File: config.mk
export PLATFORM = sky130hd
export DESIGN_NAME = mcu_link_responder
export DESIGN_NICKNAME = d
export VERILOG_FILES = /design/src/rtl/mcu_link_pkg.sv /design/src/rtl/mcu_link_tx_arb.sv /design/src/rtl/mcu_link_responder.sv
export SDC_FILE = /design/constraint.sdc
export NUM_CORES = 1
export LEC_CHECK = 0
export CORE_MARGIN = 2
export CORE_UTILIZATION = 35
export CTS_CLUSTER_DIAMETER = 60
export DETAILED_ROUTE_END_ITERATION = 10
export MAX_ROUTING_LAYER = met4
export PLACE_DENSITY = 0.67
export SYNTH_ARGS = -nofsm -noshare
export SYNTH_HDL_FRONTEND = slang
export SYNTH_SLANG_ARGS = --single-unit
File: constraint.sdc
create_clock -name clk -period 1.95 [get_ports clk]
set_input_delay 0.2925 -clock clk [delete_from_list [all_inputs] [get_ports clk]]
set_output_delay 0.2925 -clock clk [all_outputs]
set_load 0.01 [all_outputs]
File: src/rtl/mcu_link_pkg.sv
// Shared definitions for both ends of the FPGA<->MCU front-panel UART link:
// opcode nibbles, request/reply codes, frame lengths and state encodings.
package mcu_link_pkg;

  localparam logic [3:0] OP_STAGE   = 4'h2;
  localparam logic [3:0] OP_VER     = 4'h3;
  localparam logic [3:0] OP_IP      = 4'h4;
  localparam logic [3:0] OP_STATUS  = 4'h5;
  localparam logic [3:0] OP_POWERON = 4'h6;

  localparam logic [7:0] REQ_STATUS  = 8'h50;
  localparam logic [7:0] REQ_POWERON = 8'h60;
  localparam logic [7:0] SET_PWR_ON  = 8'h61;
  localparam logic [7:0] SET_PWR_OFF = 8'h62;

  localparam logic [1:0] PWR_ON_CODE  = 2'b01;
  localparam logic [1:0] PWR_OFF_CODE = 2'b10;

  localparam int IP_FRAME_LEN  = 16;
  localparam int VER_FRAME_LEN = 8;

  typedef enum logic [1:0] {
    R_IDLE = 2'd0,
    R_IP   = 2'd1,
    R_VER  = 2'd2
  } rx_state_t;

  typedef enum logic {
    T_IDLE = 1'b0,
    T_HOLD = 1'b1
  } tx_state_t;

endpackage

File: src/rtl/mcu_link_tx_arb.sv
// Reply arbiter: holds status/poweron pending flags and offers one byte at a
// time to the UART TX with a valid/ready handshake.
module mcu_link_tx_arb
  import mcu_link_pkg::*;
(
  input  logic       clk,
  input  logic       rst_n,
  input  logic       status_set,
  input  logic       poweron_set,
  input  logic [1:0] slot,
  input  logic       power_amplifier,
  input  logic       audio_amplifier,
  input  logic       poweron,
  input  logic       tx_ready,
  output logic       tx_valid,
  output logic [7:0] tx_byte
);

  tx_state_t state;
  logic      status_pending;
  logic      poweron_pending;

  // Set requests are applied after the clear, so a request arriving on the
  // load cycle survives and produces a second byte.
  always_ff @(posedge clk or negedge rst_n) begin
    if (!rst_n) begin
      state           <= T_IDLE;
      status_pending  <= 1'b0;
      poweron_pending <= 1'b0;
      tx_valid        <= 1'b0;
      tx_byte         <= 8'h00;
    end else begin
      case (state)
        T_IDLE: begin
          if (status_pending) begin
            tx_byte        <= {OP_STATUS, slot, power_amplifier, audio_amplifier};
            tx_valid       <= 1'b1;
            status_pending <= 1'b0;
            state          <= T_HOLD;
          end else if (poweron_pending) begin
            tx_byte         <= {OP_POWERON, 2'b00, poweron ? PWR_ON_CODE : PWR_OFF_CODE};
            tx_valid        <= 1'b1;
            poweron_pending <= 1'b0;
            state           <= T_HOLD;
          end
        end
        T_HOLD: begin
          if (tx_ready) begin
            tx_valid <= 1'b0;
            state    <= T_IDLE;
          end
        end
        default: state <= T_IDLE;
      endcase
      if (status_set)  status_pending  <= 1'b1;
      if (poweron_set) poweron_pending <= 1'b1;
    end
  end

endmodule

File: src/rtl/mcu_link_responder.sv
// MCU-side responder of the front-panel link: decodes the FPGA byte stream,
// tracks local key state and answers status/poweron requests.
module mcu_link_responder
  import mcu_link_pkg::*;
#(
  parameter int         TIMEOUT_CLKS = 1228800,
  parameter logic [1:0] RESET_SLOT   = 2'd0
)
(
  input  logic        clk,
  input  logic        rst_n,
  input  logic        rx_valid,
  input  logic [7:0]  rx_byte,
  output logic        tx_valid,
  output logic [7:0]  tx_byte,
  input  logic        tx_ready,
  input  logic        key_slot_next,
  input  logic        key_pa_toggle,
  input  logic        key_aa_toggle,
  input  logic        key_poweron_toggle,
  output logic [31:0] ip,
  output logic        ip_update,
  output logic [63:0] fw_version,
  output logic [3:0]  fw_type,
  output logic        version_update,
  output logic [3:0]  stage,
  output logic        stage_update,
  output logic [1:0]  slot,
  output logic        power_amplifier,
  output logic        audio_amplifier,
  output logic        poweron,
  output logic [7:0]  frame_err_cnt
);

  localparam int IDLE_W = $clog2(TIMEOUT_CLKS + 1);

  rx_state_t         rx_state;
  logic [4:0]        cnt;
  logic [IDLE_W-1:0] idle_cnt;
  logic [31:0]       shadow_ip;
  logic [63:0]       shadow_ver;
  logic [3:0]        shadow_type;

  logic [3:0] op_hi;
  logic [3:0] op_lo;
  logic       opcode_rx;
  logic       timeout_hit;
  logic       err_inc;
  logic [1:0] slot_n;
  logic       pa_n;
  logic       aa_n;
  logic       poweron_n;
  logic       status_set;
  logic       poweron_set;

  assign op_hi       = rx_byte[7:4];
  assign op_lo       = rx_byte[3:0];
  assign opcode_rx   = rx_valid && (rx_state == R_IDLE);
  assign timeout_hit = (rx_state != R_IDLE) && !rx_valid &&
                       (idle_cnt == IDLE_W'(TIMEOUT_CLKS - 1));

  // The rx write lands first; key toggles then modify that value.
  always_comb begin
    slot_n      = slot;
    pa_n        = power_amplifier;
    aa_n        = audio_amplifier;
    poweron_n   = poweron;
    status_set  = key_slot_next | key_pa_toggle | key_aa_toggle;
    poweron_set = key_poweron_toggle;
    err_inc     = timeout_hit;
    if (opcode_rx) begin
      case (op_hi)
        OP_STAGE, OP_VER, OP_IP: ;
        OP_STATUS: begin
          if (op_lo == 4'h0) begin
            status_set = 1'b1;
          end else begin
            slot_n = op_lo[3:2];
            pa_n   = op_lo[1];
            aa_n   = op_lo[0];
          end
        end
        OP_POWERON: begin
          if (rx_byte == REQ_POWERON)      poweron_set = 1'b1;
          else if (rx_byte == SET_PWR_ON)  poweron_n   = 1'b1;
          else if (rx_byte == SET_PWR_OFF) poweron_n   = 1'b0;
          else                             err_inc     = 1'b1;
        end
        default: err_inc = 1'b1;
      endcase
    end
    if (key_slot_next)      slot_n    = slot_n + 2'd1;
    if (key_pa_toggle)      pa_n      = ~pa_n;
    if (key_aa_toggle)      aa_n      = ~aa_n;
    if (key_poweron_toggle) poweron_n = ~poweron_n;
  end

  // Multi-byte frames build up in shadow registers and only reach the outputs
  // on the final byte, so a stalled or reset frame never leaks out.
  always_ff @(posedge clk or negedge rst_n) begin
    if (!rst_n) begin
      rx_state        <= R_IDLE;
      cnt             <= 5'd0;
      idle_cnt        <= '0;
      shadow_ip       <= 32'h0;
      shadow_ver      <= 64'h0;
      shadow_type     <= 4'h0;
      ip              <= 32'h0;
      ip_update       <= 1'b0;
      fw_version      <= 64'h0;
      fw_type         <= 4'h0;
      version_update  <= 1'b0;
      stage           <= 4'h0;
      stage_update    <= 1'b0;
      slot            <= RESET_SLOT;
      power_amplifier <= 1'b0;
      audio_amplifier <= 1'b0;
      poweron         <= 1'b0;
      frame_err_cnt   <= 8'h00;
    end else begin
      ip_update       <= 1'b0;
      version_update  <= 1'b0;
      stage_update    <= 1'b0;
      slot            <= slot_n;
      power_amplifier <= pa_n;
      audio_amplifier <= aa_n;
      poweron         <= poweron_n;
      if (err_inc && frame_err_cnt != 8'hFF) frame_err_cnt <= frame_err_cnt + 8'd1;

      case (rx_state)
        R_IDLE: begin
          idle_cnt <= '0;
          if (rx_valid) begin
            case (op_hi)
              OP_IP: begin
                rx_state  <= R_IP;
                cnt       <= 5'd0;
                shadow_ip <= 32'h0;
              end
              OP_VER: begin
                rx_state    <= R_VER;
                cnt         <= 5'd0;
                shadow_type <= op_lo;
                shadow_ver  <= 64'h0;
              end
              OP_STAGE: begin
                stage        <= op_lo;
                stage_update <= 1'b1;
              end
              default: ;
            endcase
          end
        end
        R_IP: begin
          if (rx_valid) begin
            idle_cnt <= '0;
            if (cnt < 5'd4) shadow_ip <= {shadow_ip[23:0], rx_byte};
            if (cnt == 5'(IP_FRAME_LEN - 1)) begin
              ip        <= shadow_ip;
              ip_update <= 1'b1;
              rx_state  <= R_IDLE;
            end else begin
              cnt <= cnt + 5'd1;
            end
          end else if (timeout_hit) begin
            shadow_ip <= 32'h0;
            idle_cnt  <= '0;
            rx_state  <= R_IDLE;
          end else begin
            idle_cnt <= idle_cnt + 1'b1;
          end
        end
        R_VER: begin
          if (rx_valid) begin
            idle_cnt <= '0;
            if (cnt == 5'(VER_FRAME_LEN - 1)) begin
              fw_version     <= {shadow_ver[55:0], rx_byte};
              fw_type        <= shadow_type;
              version_update <= 1'b1;
              rx_state       <= R_IDLE;
            end else begin
              shadow_ver <= {shadow_ver[55:0], rx_byte};
              cnt        <= cnt + 5'd1;
            end
          end else if (timeout_hit) begin
            shadow_ver  <= 64'h0;
            shadow_type <= 4'h0;
            idle_cnt    <= '0;
            rx_state    <= R_IDLE;
          end else begin
            idle_cnt <= idle_cnt + 1'b1;
          end
        end
        default: rx_state <= R_IDLE;
      endcase
    end
  end

  mcu_link_tx_arb u_tx_arb (
    .clk             (clk),
    .rst_n           (rst_n),
    .status_set      (status_set),
    .poweron_set     (poweron_set),
    .slot            (slot),
    .power_amplifier (power_amplifier),
    .audio_amplifier (audio_amplifier),
    .poweron         (poweron),
    .tx_ready        (tx_ready),
    .tx_valid        (tx_valid),
    .tx_byte         (tx_byte)
  );

endmodule

==> impl_metrics.sql <==
INSERT INTO impl_metrics (metric_group, metric, value, unit) VALUES
('route', 'ant_nets', '0', ''),
('sta', 'clock.fmax', '502', 'MHz'),
('synth', 'synth.net_count', '1069', ''),
('worst_setup_path', 'worst_setup_path_start_kind', 'flip-flop', ''),
('finish', 'area.growth.synth_to_final', '39.7', '%'),
('worst_setup_path', 'critPathRequiredTime', '2.37', 'ns'),
('route', 'drc', '0', ''),
('grt', 'antenna_violations_before_repair', '0', ''),
('synth', 'postSynthRegisterBits', '251', ''),
('die', 'start_util', '35.7', '%'),
('sta', 'relSlewSlack', '62.9', '%'),
('sta', 'timing.final.crit_share', '102', '%'),
('clocking', 'clock-sinks', '251', ''),
('finish', 'drive_above_1_share', '25.9', '%'),
('worst_setup_path', 'reg2reg_depth', '9', ''),
('grt', 'vias_in_the_first_global_route', '8685', ''),
('synth', 'synth_seq_area_share', '57.4', '%'),
('route', 'drt-total-wl', '29.7', 'mm'),
('synth', 'yosys_warnings', '0', ''),
('synth', 'synth_top_flop_cell', 'dfrtp_1', ''),
('die', 'number_of_placement_rows', '64', ''),
('synth', 'post_synth_most_frequent_cells', '269 x nand2_1, 251 x dfrtp_1, 74 x mux2_2, 66 x o21ai_0, 57 x a22oi_1', ''),
('worst_setup_path', 'regToRegSetupSlack', '-0.04', 'ns'),
('sta', 'tightestPinTransition', '0.557', 'ns'),
('grt', 'overflow', '0', ''),
('sta', 'fin_skew', '0.0178', 'ns'),
('sta', 'setup_viol_count_final', '32', ''),
('placed_design', 'place_congestion', '0.860', ''),
('worst_setup_path', 'setup.worst_path.end_class', 'flip-flop', ''),
('finish', 'nFillCells', '2701', ''),
('placed_design', 'numPortBuffers', '143', ''),
('synth', 'yosys-top-cells-area', 'dfrtp_1 57%, nand2_1 9.2%, mux2_2 7.6%', ''),
('clocking', 'root_buffer_selected_by_cts', 'clkbuf_16', ''),
('worst_setup_path', 'critical_path.reg2reg.endpoint', 'shadow_ip[7]', ''),
('worst_setup_path', 'worstPathArrival', '2.41', 'ns'),
('die', 'die_width', '181', 'um'),
('clocking', 'cts_max_path_buffers', '3', ''),
('finish', 'nNetsFinal', '1290', ''),
('finish', 'finish.utilization', '49.8', '%'),
('route', 'number_of_search_and_repair_iterations_in_the_first_detailed_routing_pass', '5', ''),
('grt', 'grt_pass1_wl', '46.6', 'mm'),
('power', 'largest_voltage_drop_on_the_vdd_net', '843', 'uV'),
('die', 'floorplan.die_area', '0.0327', 'mm^2'),
('status', 'violations', 'negative setup slack', ''),
('synth', 'post_syn_area', '0.0109', 'mm^2'),
('route', 'drt_first_iter_violations', '622', ''),
('finish', 'antenna_diode_count', '0', ''),
('grt', 'grt_use_total', '17.6', '%'),
('synth', 'synthesis.area_per_instance', '10.5', 'um^2'),
('clocking', 'worstSkewPairLatency', '0.54', 'ns'),
('clocking', 'clk_transition_reported_paths', '0.06', 'ns'),
('synth', 'netlist-cell-type-count', '67', ''),
('die', 'die_height', '181', 'um'),
('sta', 'hold-worst-slack', '0.313', 'ns'),
('synth', 'synth_top_area_cell', 'dfrtp_1', ''),
('route', 'ratio_of_routed_vias_to_standard_cells', '5.21', ''),
('worst_setup_path', 'worst_r2r_startpoint', 'rx_state[0]', ''),
('clocking', 'htreeDepth', '1', ''),
('die', 'ios', '145', ''),
('run', 'timing.max_cap.violations', '0', ''),
('sta', 'timing_max_transition_violations_final', '0', ''),
('sta', 'post-route-min-period', '1.99', 'ns'),
('sta', 'post-route-worst-setup-slack', '-0.0417', 'ns'),
('power', 'power_density', '1060', 'mW/mm^2'),
('grt', 'grt_max_degree', '67', ''),
('synth', 'yosys.cell_count.top_type', 'nand2_1', ''),
('sta', 'report.final.hold_viol_count', '0', ''),
('route', 'via_count', '8779', ''),
('synth', 'netlist.area_leader.share', '57.4', '%'),
('status', 'outcome', 'finished with violations', ''),
('clocking', 'tritoncts', 'yes', ''),
('clocking', 'cts_inserted_buffers', '29', ''),
('hold_path', 'hp-class', 'input port to asynchronous set/reset pin', ''),
('synth', 'asyncSetResetFlopFracSynth', '100', '%'),
('sta', 'grt_setup_unrepaired', 'yes', ''),
('die', 'core_area', '0.0307', 'mm^2'),
('power', 'total_leakage_power', '0.00699', 'uW'),
('worst_setup_path', 'path_max_fanout', '8', ''),
('route', 'avgRoutedWirePerCell', '17.7', 'um'),
('placed_design', 'dp.final_hpwl', '18.9', 'mm'),
('synth', 'synth_enable_flop_cells', '0', ''),
('worst_setup_path', 'worstSetupPathType', 'flip-flop to flip-flop', ''),
('synth', 'syn_inst', '1045', '');
==> layer usage <==
layer / share of wire, % / GRT usage [%] / vias up
li1: - / - / 4047
met1: 44 / 23.3 / 4444
met2: 48 / 28.6 / 245
met3: 5.3 / 2.98 / 43
met4: 1.9 / 3.81 / 0
met5: 0 / - / -
==> layout by cell type (no fill, tap or decap), types with 4 or more instances in the layout <==
cell,instances
buf_4,86
clkbuf_16,32
buf_12,17
clkbuf_8,8
and3_1,34
xor2_1,13
nand4_1,8
o2bb2ai_1,4
inv_1,15
o21ai_0,34
nand2_1,269
nand3_1,22
mux2i_1,6
a22oi_2,35
clkdlybuf4s50_1,142
buf_6,7
mux2_4,32
ha_4,4
mux2_2,44
nor3_1,6
nand2b_1,5
a22oi_1,23
xnor2_1,10
a21oi_1,7
clkinv_2,8
nor4_2,5
nor3_2,4
nor2_1,23
dfrtp_1,250
o21ai_1,38
==> final cells by class <==
cell class | instances | area, um^2 | area share, %
clock inverter | 15 | 149 | 0.974
multi-input combinational | 706 | 4820 | 31.5
inverter | 19 | 72.6 | 0.475
tap | 396 | 495 | 3.24
timing repair buffer | 259 | 2630 | 17.2
clock buffer | 38 | 840 | 5.49
sequential | 251 | 6280 | 41.1
==> through the flow <==
stage                     cell area [um^2]  instances  setup WS (ns)  power [uW]  setup TNS (ns)
after global placement               13500       1614         -0.404        9830          -39.35
final                                15300       1684        -0.0417       16300          -0.746
after detailed placement             13500       1614         -0.412        9920          -45.98
after floorplan                      11000       1045        -0.0390        8230           -2.15
after global routing                 15300       1684         -0.123       17000           -4.07
after CTS                            14800       1680        -0.0495       15900          -0.972
==> where the power goes <==
part / total [uW] / internal [uW] / switching (uW)
clock: 5550 / 3310 / 2240
sequential: 6390 / 5780 / 606
combinational: 4330 / 2160 / 2160
total: 16300 / 11300 / 5010
==> critical path, stage by stage, from the launching register on <==
cell	delay, ns
dfrtp_1	0.39
buf_4	0.13
buf_4	0.14
ha_4	0.19
o31ai_1	0.09
o2111ai_2	0.19
o21ai_4	0.12
buf_12	0.15
clkbuf_16	0.17
mux2_4	0.30
==> worst max path at each step <==
stage,from,endpoint,slack (ns),cells past startpoint
after global routing,rx_state[0],shadow_ip[18],-0.12,9
after CTS,idle_cnt[18],shadow_ip[21],-0.05,7
after floorplan,rx_state[0],shadow_ver[10],-0.04,9
after detailed placement,rx_byte[6],shadow_ip[27],-0.41,7
final,rx_state[0],shadow_ip[7],-0.04,9
after global placement,rx_byte[6],shadow_ip[24],-0.40,7
==> repair_timing <==
item                       CTS  global route
setup buffers                9             6
hold endpoints to repair    60             0
cloned                       3             4
hold buffers                 1             0
setup endpoints to repair  170           153
gates resized for setup     40           131
pin swaps                    5            21
==> state kept, by name, indices dropped and copies added (netlist names), 2 cells and up <==
register,cells
shadow_ver,56
rx_state,2
slot,2
ip,32
u_tx_arb.tx_byte,7
shadow_ip,32
cnt,5
shadow_type,4
fw_version,64
idle_cnt,21
frame_err_cnt,8
fw_type,4
stage,4
==> cell families after synthesis <==
family | count (synthesis) | share of synthesized area [%]
and+or+nand+nor | 417 | 17.2
muxes | 82 | 8.37
xor gates and xnor gates | 23 | 1.84
DFF | 251 | 57.4
AOI/OAI and AO/OA | 175 | 10.6
buffers and inverters | 88 | 3.70
other | 1 | 0.0343
adders and majority gates | 8 | 0.915
No activity file was read; power rests on OpenSTA's default activity.
